[src/rtl/i2c_pkg.sv]
// Shared types and constants for the I2C slave memory endpoint.
package i2c_pkg;

  // FSM state encoding; also exported on the debug state port.
  typedef logic [3:0] i2c_slave_state_t;

  localparam i2c_slave_state_t StIdle     = 4'd0;
  localparam i2c_slave_state_t StDev      = 4'd1;
  localparam i2c_slave_state_t StDevAck   = 4'd2;
  localparam i2c_slave_state_t StMaddr    = 4'd3;
  localparam i2c_slave_state_t StMaddrAck = 4'd4;
  localparam i2c_slave_state_t StWdata    = 4'd5;
  localparam i2c_slave_state_t StWdataAck = 4'd6;
  localparam i2c_slave_state_t StRdata    = 4'd7;
  localparam i2c_slave_state_t StRdataAck = 4'd8;
  localparam i2c_slave_state_t StWaitStop = 4'd9;

  localparam logic I2C_RW_READ = 1'b1;
  localparam logic I2C_ACK     = 1'b0;

endpackage

[src/rtl/i2c_bus_sync.sv]
// Two-flop synchronizers for SCL/SDA plus edge, start and stop detection.
module i2c_bus_sync (
  input  logic clk_i,
  input  logic rst_ni,
  input  logic scl_i,
  input  logic sda_i,
  output logic sda_o,
  output logic scl_rise_o,
  output logic scl_fall_o,
  output logic start_det_o,
  output logic stop_det_o
);

  logic [1:0] scl_sync_q;
  logic [1:0] sda_sync_q;
  logic       scl_prev_q;
  logic       sda_prev_q;
  logic       scl_s;
  logic       sda_s;

  // Synchronizer chains and previous-cycle copies; idle bus level is high.
  always_ff @(posedge clk_i or negedge rst_ni) begin
    if (!rst_ni) begin
      scl_sync_q <= 2'b11;
      sda_sync_q <= 2'b11;
      scl_prev_q <= 1'b1;
      sda_prev_q <= 1'b1;
    end else begin
      scl_sync_q <= {scl_sync_q[0], scl_i};
      sda_sync_q <= {sda_sync_q[0], sda_i};
      scl_prev_q <= scl_sync_q[1];
      sda_prev_q <= sda_sync_q[1];
    end
  end

  assign scl_s = scl_sync_q[1];
  assign sda_s = sda_sync_q[1];

  // Single-cycle event pulses derived from the synchronized levels.
  always_comb begin
    sda_o       = sda_s;
    scl_rise_o  = scl_s & ~scl_prev_q;
    scl_fall_o  = ~scl_s & scl_prev_q;
    start_det_o = scl_s & scl_prev_q & sda_prev_q & ~sda_s;
    stop_det_o  = scl_s & scl_prev_q & ~sda_prev_q & sda_s;
  end

endmodule

[src/rtl/i2c_slave_mem.sv]
// I2C slave that maps bus frames onto single-cycle memory-port accesses.
// Optional feature macro: I2C_SLAVE_AUTOINC_EN (multi-byte bursts with address
// auto-increment); when undefined only one data byte is accepted per frame.
module i2c_slave_mem
  import i2c_pkg::*;
#(
  parameter logic [6:0]  DEV_ADDR = 7'b0000001,
  parameter int unsigned MEM_AW   = 6
) (
  input  logic              clk8x,
  input  logic              reset,
  input  logic              scl_i,
  input  logic              sda_i,
  output logic              sda_oe,
  output logic              mem_ce,
  output logic              mem_rden,
  output logic              mem_wren,
  output logic [MEM_AW-1:0] mem_addr,
  output logic [7:0]        mem_wdata,
  input  logic [7:0]        mem_rdata,
  output logic              busy,
  output logic [3:0]        state
);

  logic sda_s;
  logic scl_rise;
  logic scl_fall;
  logic start_det;
  logic stop_det;

  i2c_bus_sync u_bus_sync (
    .clk_i       (clk8x),
    .rst_ni      (reset),
    .scl_i       (scl_i),
    .sda_i       (sda_i),
    .sda_o       (sda_s),
    .scl_rise_o  (scl_rise),
    .scl_fall_o  (scl_fall),
    .start_det_o (start_det),
    .stop_det_o  (stop_det)
  );

  i2c_slave_state_t  state_q, state_d;
  logic [2:0]        bit_cnt_q, bit_cnt_d;
  logic [6:0]        rx_sh_q, rx_sh_d;
  logic [7:0]        tx_sh_q, tx_sh_d;
  logic              rw_q, rw_d;
  // In ACK states: second half pending (driving ACK, or master ACK seen on reads).
  logic              ack_on_q, ack_on_d;
  logic              sda_oe_q, sda_oe_d;
  logic              busy_q, busy_d;
  logic              mem_ce_q, mem_ce_d;
  logic              mem_rden_q, mem_rden_d;
  logic              mem_wren_q, mem_wren_d;
  logic              rd_load_q, rd_load_d;
  logic [MEM_AW-1:0] mem_addr_q, mem_addr_d;
  logic [7:0]        mem_wdata_q, mem_wdata_d;
  logic [7:0]        rx_byte;

  assign rx_byte = {rx_sh_q, sda_s};

  // Next-state logic: bus events first, then per-state bit/ACK handling.
  always_comb begin
    state_d     = state_q;
    bit_cnt_d   = bit_cnt_q;
    rx_sh_d     = rx_sh_q;
    tx_sh_d     = tx_sh_q;
    rw_d        = rw_q;
    ack_on_d    = ack_on_q;
    sda_oe_d    = sda_oe_q;
    busy_d      = busy_q;
    mem_addr_d  = mem_addr_q;
    mem_wdata_d = mem_wdata_q;
    mem_ce_d    = 1'b0;
    mem_rden_d  = 1'b0;
    mem_wren_d  = 1'b0;
    // Read data is valid the cycle after the strobe.
    rd_load_d   = mem_rden_q;
    if (rd_load_q) begin
      tx_sh_d = mem_rdata;
    end

    if (stop_det) begin
      state_d   = StIdle;
      sda_oe_d  = 1'b0;
      busy_d    = 1'b0;
      bit_cnt_d = 3'd0;
      ack_on_d  = 1'b0;
    end else if (start_det) begin
      state_d   = StDev;
      sda_oe_d  = 1'b0;
      bit_cnt_d = 3'd0;
      ack_on_d  = 1'b0;
    end else begin
      case (state_q)
        StDev, StMaddr, StWdata: begin
          if (scl_rise) begin
            rx_sh_d   = rx_byte[6:0];
            // Wraps to zero on the byte boundary.
            bit_cnt_d = bit_cnt_q + 3'd1;
            if (bit_cnt_q == 3'd7) begin
              if (state_q == StDev) begin
                if (rx_byte[7:1] == DEV_ADDR) begin
                  rw_d    = rx_byte[0];
                  state_d = StDevAck;
                end else begin
                  state_d = StWaitStop;
                end
              end else if (state_q == StMaddr) begin
                mem_addr_d = rx_byte[MEM_AW-1:0];
                state_d    = StMaddrAck;
                if (rw_q == I2C_RW_READ) begin
                  mem_ce_d   = 1'b1;
                  mem_rden_d = 1'b1;
                end
              end else begin
                mem_wdata_d = rx_byte;
                state_d     = StWdataAck;
              end
            end
          end
        end

        StDevAck, StMaddrAck, StWdataAck: begin
          if (scl_fall) begin
            if (!ack_on_q) begin
              ack_on_d = 1'b1;
              sda_oe_d = 1'b1;
              if (state_q == StDevAck) begin
                busy_d = 1'b1;
              end
              if (state_q == StWdataAck) begin
                mem_ce_d   = 1'b1;
                mem_wren_d = 1'b1;
              end
            end else begin
              ack_on_d = 1'b0;
              sda_oe_d = 1'b0;
              if (state_q == StDevAck) begin
                state_d = StMaddr;
              end else if (state_q == StMaddrAck) begin
                if (rw_q == I2C_RW_READ) begin
                  state_d  = StRdata;
                  sda_oe_d = ~tx_sh_q[7];
                end else begin
                  state_d = StWdata;
                end
              end else begin
`ifdef I2C_SLAVE_AUTOINC_EN
                mem_addr_d = mem_addr_q + MEM_AW'(1);
                state_d    = StWdata;
`else
                state_d    = StWaitStop;
`endif
              end
            end
          end
        end

        StRdata: begin
          if (scl_rise) begin
            bit_cnt_d = bit_cnt_q + 3'd1;
            if (bit_cnt_q == 3'd7) begin
              state_d = StRdataAck;
            end
          end else if (scl_fall) begin
            tx_sh_d  = {tx_sh_q[6:0], 1'b0};
            sda_oe_d = ~tx_sh_q[6];
          end
        end

        StRdataAck: begin
          if (scl_rise) begin
`ifdef I2C_SLAVE_AUTOINC_EN
            if (sda_s == I2C_ACK) begin
              mem_addr_d = mem_addr_q + MEM_AW'(1);
              mem_ce_d   = 1'b1;
              mem_rden_d = 1'b1;
              ack_on_d   = 1'b1;
            end else begin
              state_d = StWaitStop;
            end
`else
            state_d = StWaitStop;
`endif
          end else if (scl_fall) begin
            if (ack_on_q) begin
              ack_on_d = 1'b0;
              state_d  = StRdata;
              sda_oe_d = ~tx_sh_q[7];
            end else begin
              sda_oe_d = 1'b0;
            end
          end
        end

        default: ;
      endcase
    end
  end

  // State registers; async reset releases SDA immediately.
  always_ff @(posedge clk8x or negedge reset) begin
    if (!reset) begin
      state_q     <= StIdle;
      bit_cnt_q   <= 3'd0;
      rx_sh_q     <= 7'd0;
      tx_sh_q     <= 8'd0;
      rw_q        <= 1'b0;
      ack_on_q    <= 1'b0;
      sda_oe_q    <= 1'b0;
      busy_q      <= 1'b0;
      mem_ce_q    <= 1'b0;
      mem_rden_q  <= 1'b0;
      mem_wren_q  <= 1'b0;
      rd_load_q   <= 1'b0;
      mem_addr_q  <= '0;
      mem_wdata_q <= 8'd0;
    end else begin
      state_q     <= state_d;
      bit_cnt_q   <= bit_cnt_d;
      rx_sh_q     <= rx_sh_d;
      tx_sh_q     <= tx_sh_d;
      rw_q        <= rw_d;
      ack_on_q    <= ack_on_d;
      sda_oe_q    <= sda_oe_d;
      busy_q      <= busy_d;
      mem_ce_q    <= mem_ce_d;
      mem_rden_q  <= mem_rden_d;
      mem_wren_q  <= mem_wren_d;
      rd_load_q   <= rd_load_d;
      mem_addr_q  <= mem_addr_d;
      mem_wdata_q <= mem_wdata_d;
    end
  end

  // Registered outputs.
  always_comb begin
    sda_oe    = sda_oe_q;
    mem_ce    = mem_ce_q;
    mem_rden  = mem_rden_q;
    mem_wren  = mem_wren_q;
    mem_addr  = mem_addr_q;
    mem_wdata = mem_wdata_q;
    busy      = busy_q;
    state     = state_q;
  end

endmodule

[config.mk]
export PLATFORM = sky130hd
export DESIGN_NAME = i2c_slave_mem
export DESIGN_NICKNAME = d
export VERILOG_FILES = /design/src/rtl/i2c_pkg.sv /design/src/rtl/i2c_bus_sync.sv /design/src/rtl/i2c_slave_mem.sv
export SDC_FILE = /design/constraint.sdc
export NUM_CORES = 1
export LEC_CHECK = 0
export CORE_ASPECT_RATIO = 0.8
export CORE_MARGIN = 4
export CORE_UTILIZATION = 39
export DETAILED_ROUTE_END_ITERATION = 10
export MAX_ROUTING_LAYER = met4
export PLACE_DENSITY = 0.61
export RECOVER_POWER = 100
export SLEW_MARGIN = 20
export SYNTH_ARGS = -nofsm -noshare
export SYNTH_HDL_FRONTEND = slang
export SYNTH_SLANG_ARGS = --single-unit
[constraint.sdc]
create_clock -name clk8x -period 2.9 [get_ports clk8x]
set_clock_uncertainty 0.15 [all_clocks]
set_input_delay 0.58 -clock clk8x [delete_from_list [all_inputs] [get_ports clk8x]]
set_output_delay 0.58 -clock clk8x [all_outputs]
set_load 0.005 [all_outputs]
* Word level (Yosys, flattened, before mapping) *
Cells that the tools add are included.

storage, ports and cells
  input bits = 12
  register bits after elaboration = 50
  word-level logic and storage cells = 151

cells by class
  bitwise operators = 17
  multiplexer cells = 71
  equality and inequality tests = 24
  add/subtract/negate cells = 1
  reduce and logical (&&, ||, !) cells = 20

operators by type and width
  kind                  number
  $mux W4               15
  $mux W8               6
  $mux W1               40
  $ne A4 B4 Y1 const B  10
  $reduce_and A7 Y1     3
  $eq A4 B3 Y1 const B  4
  $pmux W4 S4           1
  $mux W3               4
  $ne A5 B5 Y1 const B  2
  $not A1 Y1            10
  $reduce_and A9 Y1     1
  $eq A4 B2 Y1 const B  2
  $reduce_and A4 Y1     2
  $and A1 B1 Y1         7
  $eq A7 B1 Y1 const B  1
  $reduce_and A6 Y1     1
  $reduce_bool A2 Y1    3
  $reduce_bool A3 Y1    2
  $reduce_bool A6 Y1    1
  $reduce_or A3 Y1      2
  $reduce_and A5 Y1     1
  $reduce_bool A5 Y1    1
  $eq A4 B1 Y1 const B  1
  $eq A4 B4 Y1 const B  1
  other kinds (10)      12

* Depth between registers and ports, before layout *
Gate-level depths: netlist of the first run.

  word-level depth = 9
  depth in mapped cells = 8
  gate-level depth less buffers = 6

* Modules after synthesis *
From an unflattened synthesis of the first run, not the netlist that was laid out.

second synthesis, totals
  cell total of the unflattened synthesis = 193
  area total of the unflattened synthesis = 2,327.2 um2

modules (own cells, without submodules)
  module         area an instance (um2)  instances  cells each  seq. area each (um2)
  i2c_slave_mem  2,137.0                 1          183         1,101.1
  i2c_bus_sync   190.2                   1          10          157.7

* Worst setup path after synthesis of the first run *
Ideal clock, no wire load.

  kind = flip-flop to flip-flop
  start = register u_bus_sync.scl_sync_q[1]
  end = register mem_addr_q[0], in the netlist mem_addr[0]
  cell stages (with the launch flop) = 6
  arrival = 1.863 ns
  setup time = 0.125 ns
  path buffers = 1
  setup slack = 0.762 ns
  clock period less this slack = 2.138 ns
  path through = dfstp_2 -> ha_1 -> clkbuf_1 -> nand3_1 -> nor4b_4 -> mux2_2

between the ends
  cells in the longest elaborated chain, start to end = 5
  elaborated cells on any way between the ends = 9
  classes of those cells = bitwise (8); reduce/logical (1)

ends and longest elaborated chain
  what                                           RTL line                                source
  from (decl)                                    i2c_bus_sync.sv:14                      logic [1:0] scl_sync_q;
  from (signal assigned)                         i2c_bus_sync.sv:29                      scl_sync_q <= {scl_sync_q[0], scl_i};
  $and A1 B1 Y1                                  i2c_bus_sync.sv:44, i2c_bus_sync.sv:45
  $and A1 B1 Y1 (on tied branches) (2 in a row)  i2c_bus_sync.sv:45, i2c_bus_sync.sv:44
  $not A1 Y1 (no line)                           n/a
  $reduce_and A7 Y1 (no line) *                  n/a
  to (signal assigned)                           i2c_slave_mem.sv:232                    mem_addr_q <= mem_addr_d;
  to (decl)                                      i2c_slave_mem.sv:56                     logic [MEM_AW-1:0] mem_addr_q, mem_addr_d;

Mark *: on every way between the ends. The rest lies on a longest branch, timed or not.
A chain may end at the register's enable or synchronous reset.

* Final worst setup path of the first run *
  start = register state_q[0], in the netlist state[0]
  end = output state[0]

RTL lines
  what                    RTL line              source
  from (decl)             i2c_slave_mem.sv:43   i2c_slave_state_t state_q, state_d;
  from (signal assigned)  i2c_slave_mem.sv:205  state_q <= StIdle;
  from (signal assigned)  i2c_slave_mem.sv:220  state_q <= state_d;
  to (decl)               i2c_slave_mem.sv:22   output logic [3:0] state

No word-level cell between the ends.

==> results.cfg, run 1 <==
[global_routing]
grtUsageTotal_pct = 14.80
antenna_found_initial = 0
grt_max_degree = 31
grt_pass1_wl_um = 8445
grt_pass1_vias = 1696
grt_overflow_total = 0

[final_layout]
area_delta_synth_final_pct = 21.85
multi_input_area_um2 = 1030
diodes = 0
final_util_pct = 49.00
layout.nets = 252
fillerInstances = 554
drive_above_1_share_pct = 16.53
seq_area_um2 = 1259

[power_and_ir_drop]
peakVddDrop_mv = 0.2051
switching_share_pct = 23.14
seqPwrFrac_pct = 55.9
power.density_nw_per_um2 = 463.1
intPower_mw = 1.026
clockPowerShare_pct = 37.1
power_leakage_nw = 1.311
combinationalPowerShare_pct = 6.9
total_power_mw = 1.334
switchingPower_mw = 0.3088

[route]
drt_first_iter_violations = 68
detail_route.first_pass.iterations = 4
wl_um = 4858
drc = 0
vias = 1647
drt.antenna.violating_nets = 0
wl_per_cell_um = 15.32
vias_per_cell = 5.196

[clocking]
cts.repair.resized = 0
numCtsBuffers = 5
ctsHoldBuffers = 0
clk_path_buf_depth = 2
clk-insertion-delay-late_ns = 0.30
cts_max_level = 2
cts-root-buf = clkbuf_8
clock-sinks = 50
clkTransAtPathRegs_ns = 0.09
cts_setup_buffers = 0
tritoncts = built

[synth]
synth_top_area_share_pct = 46.56
synth-edff-count = 0
synth_cells = 198
yosysTopAreaCell = dfrtp_1
synth_area_leaders = dfrtp_1, mux2_2, dfstp_2, mux2i_1, ha_1
ys_top_cells_by_count = dfrtp_1, mux2_2, nand2_1
synth.most_common_cell = dfrtp_1
synth-async-reset-ratio_pct = 100.0
yosys.cell_types.count = 50
synth_ff_type = dfrtp_1
syn_avg_cell_area_um2 = 11.94
synth_nets = 215
syn-cell-area_um2 = 2365
synth_warnings = 0
synth_seq_cells = 50
seq_area_frac_synth_pct = 53.23

[die]
fp.coreArea_um2 = 5881
fp.dieW_um = 95.06
ioPinCount = 35
die_h_um = 77.65
num_rows = 25
dieArea_um2 = 7381
initial_core_util_pct = 40.21

[critical_path]
path_cells = clkbuf_1 -> clkdlybuf4s50_1
slowest_stage = clkdlybuf4s50_1
r2r_cells = 4
cpPeakStageDelay_ns = 0.56
r2r_end = mem_addr[5]$_DFFE_PN0P_
rrSetupSlack_ns = 0.47
cp.required_ns = 2.17
cp.arrival_ns = 1.72
worst-setup-path-type = reg2out
cp_num_buf_inv = 2
r2r_start = u_bus_sync.sda_sync_q[1]$_DFF_PN1_
cp-end-kind = output port
crit_path_max_fanout = 9
start_kind = register
critical-path-top-delay-family = buffers and inverters

[hold_path]
whs_path_depth = 0
hp-class = reg2reg
whs_endpoint = u_bus_sync.scl_sync_q[1]$_DFF_PN1_
hold_path_startpoint = u_bus_sync.scl_sync_q[0]$_DFF_PN1_

[place]
port_buffers = 34
dpl.hpwl_um = 3422
globalplace.congestion = 0.8393

[timing]
rsz0062_at_grt = false
whs_ns = 0.2151
finalHoldViolCount = 0
finalCritPeriodShare_pct = 84.55
drv_slew = 31
fin_crit_ns = 2.452
setup_viol = 0
fmax_mhz = 407.8
relSlewSlack_pct = -8.263
worst_slew_pin_slew_ns = 1.624
tns_ns = 0

[run_status]
violations = capacitance limit, slew limit
outcome = complete, but fails checks

[flow_run]
drv_cap = 1
==> cell type report <==
| cell class | count | share of cell area, % |
|---|---|---|
| sequential | 50 | 43.68 |
| inverter | 5 | 0.6513 |
| clock buffer | 5 | 2.388 |
| multi-input combinational | 133 | 35.74 |
| timing repair buffer | 40 | 12.51 |
| tap | 81 | 3.517 |
| clock inverter | 3 | 1.520 |
==> metal layers <==
metal	vias up	part of all wire (%)	global-route usage, %
met1	808	52	22.35
met2	39	42	20.27
met4	0	0.68	3.458
li1	795	-	-
met5	-	0	-
met3	5	5.3	3.101
==> flip-flops by register name, summed over array words and instances (netlist names) <==
signal	flops
mem_wdata	8
tx_sh_q	8
rx_sh_q	7
mem_addr	6
state	4
bit_cnt_q	3
u_bus_sync.scl_sync_q	2
u_bus_sync.sda_sync_q	2
ack_on_q	1
busy	1
mem_ce	1
mem_rden	1
mem_wren	1
rd_load_q	1
rw_q	1
sda_oe	1
u_bus_sync.scl_prev_q	1
u_bus_sync.sda_prev_q	1
==> stage by stage <==
stage | instances | instance area, µm² | worst slack, ns
CTS | 317 | 2914 | 0.5131
detailed placement | 309 | 2801 | 0.5340
floorplan | 198 | 2365 | 0.7619
global route | 317 | 2882 | 0.2439
global placement | 309 | 2801 | 0.5587
finish | 317 | 2882 | 0.4480
==> cell usage in the layout (no fill, tap or decap), types with 2 or more instances in the layout <==
cell,count
dfrtp_1,44
dlygate4sd3_1,24
mux2_2,18
nand2_1,14
mux2i_1,11
nor2_1,11
o21ai_0,9
clkdlybuf4s50_1,9
nand2b_1,6
clkbuf_1,6
inv_1,5
a21oi_1,5
ha_1,5
clkbuf_8,5
o32ai_1,4
nor3_1,3
nand3b_1,3
mux2_1,3
dfstp_1,3
dfstp_2,3
xor2_1,2
a2111oi_0,2
and3_1,2
nand3_1,2
or2_2,2
nor3b_1,2
a211oi_1,2
o21bai_1,2
nor4b_1,2
o41ai_1,2
==> how the worst max path moves through the flow <==
stage,startpoint,end,slack [ns],depth (start not counted)
after floorplan,u_bus_sync.scl_sync_q[1]$_DFF_PN1_,mem_addr[0]$_DFFE_PN0P_,0.76,5
after global placement,u_bus_sync.scl_sync_q[1]$_DFF_PN1_,mem_addr[4]$_DFFE_PN0P_,0.56,4
after detailed placement,u_bus_sync.scl_sync_q[1]$_DFF_PN1_,mem_addr[5]$_DFFE_PN0P_,0.53,4
after CTS,u_bus_sync.scl_sync_q[1]$_DFF_PN1_,mem_addr[5]$_DFFE_PN0P_,0.51,4
after global routing,u_bus_sync.scl_prev_q$_DFF_PN1_,tx_sh_q[3]$_DFF_PN0_,0.24,6
final,state[0]$_DFFE_PN0P_,state[0],0.45,2
==> kinds of logic (layout without fill, tap and decap cells) <==
family	after synthesis	in the layout	share of synthesized area [%]
simple gates	60	60	15.77
flops	50	50	53.23
compound gates	34	34	10.26
mux	32	32	14.66
buf+inv	15	53	2.698
fa+ha+maj	5	5	2.646
xor+xnor	2	2	0.7409
==> power groups by stage <==
stage | logic (mW) | clock network (mW) | registers (mW)
2_1_floorplan | 0.0554 | 0 | 0.751
3_3_place_gp | 0.0973 | 0 | 0.760
3_5_place_dp | 0.0976 | 0 | 0.761
4_1_cts | 0.0989 | 0.513 | 0.747
5_1_grt | 0.105 | 0.546 | 0.751
6_report | 0.0925 | 0.496 | 0.746
Note: power is estimated with default switching activity, not from simulation.
==> run 2: changes to the inputs <==
Settings changed: PLACE_DENSITY 0.61 to 0.63.
Clock period 2.9 ns to 2.2 ns, I/O delays scaled along.
==> results.cfg, run 2 (synthesized netlist as in run 1, its figures left out) <==
[clocking]
numCtsBuffers = 5
clk_path_buf_depth = 2
cts_max_level = 2
tritoncts = built
cts-root-buf = clkbuf_8
clk-insertion-delay-late_ns = 0.31
clkTransAtPathRegs_ns = 0.10
clock-sinks = 50
cts_setup_buffers = 0

[timing]
tns_ns = 0
drv_slew = 0
relSlewSlack_pct = 27.41
fmax_mhz = 466.2
setup_viol = 0
fin_crit_ns = 2.145
whs_ns = 0.2095
finalCritPeriodShare_pct = 97.49
worst_slew_pin_slew_ns = 1.089
finalHoldViolCount = 0

[die]
num_rows = 25
dieArea_um2 = 7381
ioPinCount = 35
fp.dieW_um = 95.06
fp.coreArea_um2 = 5881
die_h_um = 77.65
initial_core_util_pct = 40.21

[hold_path]
hold_path_startpoint = u_bus_sync.scl_sync_q[0]$_DFF_PN1_
hp-class = reg2reg

[route]
wl_um = 5027
drt.antenna.violating_nets = 0
vias_per_cell = 5.126
drc = 0
vias = 1712
drt_first_iter_violations = 48
detail_route.first_pass.iterations = 4
wl_per_cell_um = 15.05

[global_routing]
grt_pass1_wl_um = 8549
grtUsageTotal_pct = 15.26
grt_pass1_vias = 1716
grt_overflow_total = 0
grt_max_degree = 34
antenna_found_initial = 0

[critical_path]
cp.arrival_ns = 2.19
crit_path_max_fanout = 6
worst-setup-path-type = reg2reg
cp.required_ns = 2.25
start_kind = register
r2r_start = u_bus_sync.scl_sync_q[1]$_DFF_PN1_
critical-path-top-delay-family = flip-flops
path_cells = ha_1 -> nand3_1 -> nor4b_4 -> buf_4 -> mux2_2
slowest_stage = dfstp_2
critPathLaunch = u_bus_sync.scl_sync_q[1]$_DFF_PN1_
cp-end-kind = register
cp_num_buf_inv = 1
cpPeakStageDelay_ns = 0.57

[power_and_ir_drop]
total_power_mw = 1.676
power.density_nw_per_um2 = 552.3
peakVddDrop_mv = 0.3229
power_leakage_nw = 1.386

[final_layout]
layout_commonest_cell = dfrtp_1
layout.nets = 269
area_delta_synth_final_pct = 28.31
diodes = 0
final_cell_mix = dfrtp_1, dlygate4sd3_1, mux2_2, buf_4, nand2_1
drive_above_1_share_pct = 24.11

[flow_run]
drv_cap = 0

[run_status]
outcome = complete, no violations

[place]
dpl.hpwl_um = 3687
port_buffers = 34
globalplace.congestion = 0.8516
## run 2: cell count changes in the layout (fill, tap and decap cells not counted), moves of 2 or more
| cell | previous run | this run |
|---|---|---|
| buf_4 | 1 | 18 |
| clkbuf_1 | 6 | 4 |
| clkdlybuf4s50_1 | 9 | 12 |
| clkinvlp_4 | 0 | 2 |
| dlygate4sd3_1 | 24 | 22 |
## run 2: timing repair
action | 4_1_cts | 5_1_grt
hold endpoints to repair | 11 | 0
endpoints found under the setup margin | 0 | 3
gates resized for setup | 0 | 2
hold buffers | 1 | 0
## run 2: power by group
group          internal (mW)  switching, mW  total, mW
logic                 0.0721         0.0695      0.142
registers              0.951         0.0304      0.981
clock network          0.228          0.325      0.553
## run 2: path summary, 6_finish.rpt
path                                                           end  slack (ns)  cells past startpoint
worst max-delay path                       mem_addr[1]$_DFFE_PN0P_        0.06                      5
worst min-delay path            u_bus_sync.scl_sync_q[1]$_DFF_PN1_        0.21                      0
worst max register to register             mem_addr[1]$_DFFE_PN0P_        0.06                      5
worst min register to register  u_bus_sync.scl_sync_q[1]$_DFF_PN1_        0.21                      0
max in group asynchronous                 bit_cnt_q[2]$_DFFE_PN0P_        0.48                      3
min in group asynchronous                 mem_wdata[0]$_DFFE_PN0P_        0.70                      2
## run 2: final cells by class
| cell class | count | area, µm² |
|---|---|---|
| fillers | 553 | 2846 |
| clock buffers | 5 | 68.82 |
| well taps | 81 | 101.3 |
| clock inverters | 3 | 23.77 |
| multi-input cells | 133 | 1052 |
| repair buffers | 57 | 510.5 |
| inverters | 5 | 18.77 |
| flip-flops and latches | 50 | 1259 |
## run 2: metrics by stage
step                setup WS (ns)  util [%]  cell area (µm²)  instances
finish                    0.05513     51.60             3034        334
global route             -0.04626     51.60             3034        334
CTS                       0.07207     51.64             3037        334
detailed placement         0.1004     49.89             2934        325
global placement           0.1324     49.89             2934        325
floorplan                 0.06187         -             2365        198
## run 2: worst reg2reg max path, delay by kind of cell, from the launching register on
| family | cells | cell delay, ns |
|---|---|---|
| buffers and inverters | 1 | 0.22 |
| muxes | 1 | 0.34 |
| adders and majority gates | 1 | 0.21 |
| and+or+nand+nor | 2 | 0.55 |
| DFF | 1 | 0.57 |
## run 2: layer usage
metal	global-route usage, %	part of all wire, %
met4	3.458	0.92
met5	-	0
met3	3.295	6.2
met1	22.50	49
met2	21.45	44
==> run 3: changes to the inputs <==
Settings changed: PLACE_DENSITY 0.63 to 0.61.
Clock period 2.2 ns to 2.3 ns, I/O delays scaled along.
==> results.cfg, run 3 (synthesized netlist as in run 1, its figures left out) <==
[run_status]
outcome = complete, no violations

[route]
drc = 0
wl_um = 4956
detail_route.first_pass.iterations = 4
drt.antenna.violating_nets = 0
drt_first_iter_violations = 163
vias = 1699
vias_per_cell = 5.180
wl_per_cell_um = 15.11

[power_and_ir_drop]
combinationalPowerShare_pct = 7.9
peakVddDrop_mv = 0.2676
clockPowerShare_pct = 33.0
seqPwrFrac_pct = 59.1
switching_share_pct = 25.08
intPower_mw = 1.189
power.density_nw_per_um2 = 537.7
power_leakage_nw = 1.339
switchingPower_mw = 0.3981

[global_routing]
grt_overflow_total = 0
antenna_found_initial = 0
grt_pass1_wl_um = 8321
grtUsageTotal_pct = 14.82
grt_max_degree = 29
grt_pass1_vias = 1716

[timing]
tns_ns = 0
finalHoldViolCount = 0
setup_viol = 0
fmax_mhz = 467.0
finalCritPeriodShare_pct = 93.10
drv_slew = 0
worst_slew_pin_slew_ns = 0.6671
relSlewSlack_pct = 55.53
rsz0062_at_grt = false
fin_crit_ns = 2.141

[clocking]
clk-insertion-delay-late_ns = 0.30
tritoncts = built
clk_path_buf_depth = 2
numCtsBuffers = 5
cts-root-buf = clkbuf_8
clkTransAtPathRegs_ns = 0.09
cts_max_level = 2
clock-sinks = 50

[die]
dieArea_um2 = 7381
die_h_um = 77.65
fp.coreArea_um2 = 5881
fp.dieW_um = 95.06
num_rows = 25
initial_core_util_pct = 40.21
ioPinCount = 35

[critical_path]
cp-end-kind = register
cp_num_buf_inv = 1
slowest_stage = dfstp_1
crit_path_max_fanout = 8
start_kind = register
critical-path-top-delay-family = flip-flops
path_cells = xor2_1 -> and2_1 -> nor4b_1 -> buf_4 -> mux2_2
cp.required_ns = 2.34
cpPeakStageDelay_ns = 0.58
worst-setup-path-type = reg2reg
cp.arrival_ns = 2.18

[final_layout]
drive_above_1_share_pct = 19.84
layout_commonest_cell = dfrtp_1
multi_input_area_um2 = 1027
final_area_um2 = 2952
final_cell_mix = dfrtp_1, dlygate4sd3_1, mux2_2
seq_area_um2 = 1259
diodes = 0
area_delta_synth_final_pct = 24.81
fillerInstances = 571
layout.nets = 263

[place]
port_buffers = 34
globalplace.congestion = 0.8898
dpl.hpwl_um = 3598
place_area_um2 = 2902

[flow_run]
drv_cap = 0

[hold_path]
hp-class = reg2reg
-- run 3: cell count changes in the layout (fill, tap and decap cells not counted), moves of 2 or more --
cell,delta
buf_4,-10
dlygate4sd3_1,+2
clkdlybuf4s50_1,-2
clkbuf_1,+2
-- run 3: through the flow --
stage / total power [mW] / hold slack [ns] / utilization (%) / setup WS (ns) / cells
after floorplan: 1.017 / 0.01441 / - / 0.1619 / 198
after global placement: 1.090 / 0.1963 / 49.34 / 0.1978 / 319
after detailed placement: 1.093 / 0.1968 / 49.34 / 0.1889 / 319
after CTS: 1.625 / 0.2102 / 51.09 / 0.1751 / 328
after global routing: 1.672 / 0.2188 / 50.19 / 0.04637 / 328
final: 1.587 / 0.2117 / 50.19 / 0.1588 / 328
-- run 3: worst register-to-register path, cell delays in order (launching register included) --
cell and delay, ns:
dfstp_1 0.58, xor2_1 0.15, and2_1 0.29, nor4b_1 0.28
buf_4 0.24, mux2_2 0.35
-- run 3: final timing paths --
kind / cells after the start / slack (ns) / from / end
max in group asynchronous: 3 / 0.46 / reset / mem_wdata[4]$_DFFE_PN0P_
max reg2reg: 5 / 0.16 / u_bus_sync.sda_prev_q$_DFF_PN1_ / mem_addr[0]$_DFFE_PN0P_
max: 5 / 0.16 / u_bus_sync.sda_prev_q$_DFF_PN1_ / mem_addr[0]$_DFFE_PN0P_
min: 0 / 0.21 / u_bus_sync.sda_sync_q[0]$_DFF_PN1_ / u_bus_sync.sda_sync_q[1]$_DFF_PN1_
min reg2reg: 0 / 0.21 / u_bus_sync.sda_sync_q[0]$_DFF_PN1_ / u_bus_sync.sda_sync_q[1]$_DFF_PN1_
min in group asynchronous: 2 / 0.52 / reset / bit_cnt_q[2]$_DFFE_PN0P_
-- run 3: power by group through the flow --
stage | sequential, mW | clock [mW] | combinational [mW]
final | 0.938 | 0.524 | 0.125
after global routing | 0.944 | 0.584 | 0.144
after CTS | 0.940 | 0.547 | 0.138
after detailed placement | 0.957 | 0 | 0.136
after global placement | 0.955 | 0 | 0.135
after floorplan | 0.947 | 0 | 0.0698
-- run 3: timing repair --
item / 4_1_cts / 5_1_grt
setup buffers: 0 / 0
gates resized for setup: 0 / 0
endpoints found under the hold margin: 16 / 0
hold buffers: 1 / 0
-- run 3: layout make-up --
type	instances	area share [%]
Clock buffer	5	2.331
Clock inverter	3	0.8054
Inverter	5	0.6359
Multi-Input combinational cell	133	34.80
Sequential cell	50	42.65
Tap cell	81	3.434
Timing Repair Buffer	51	15.35
-- run 3: routing by layer --
metal	track usage (%)	wire, µm
met5	-	0
met4	3.602	61
met3	3.585	304
met2	20.61	2120
met1	21.73	2471
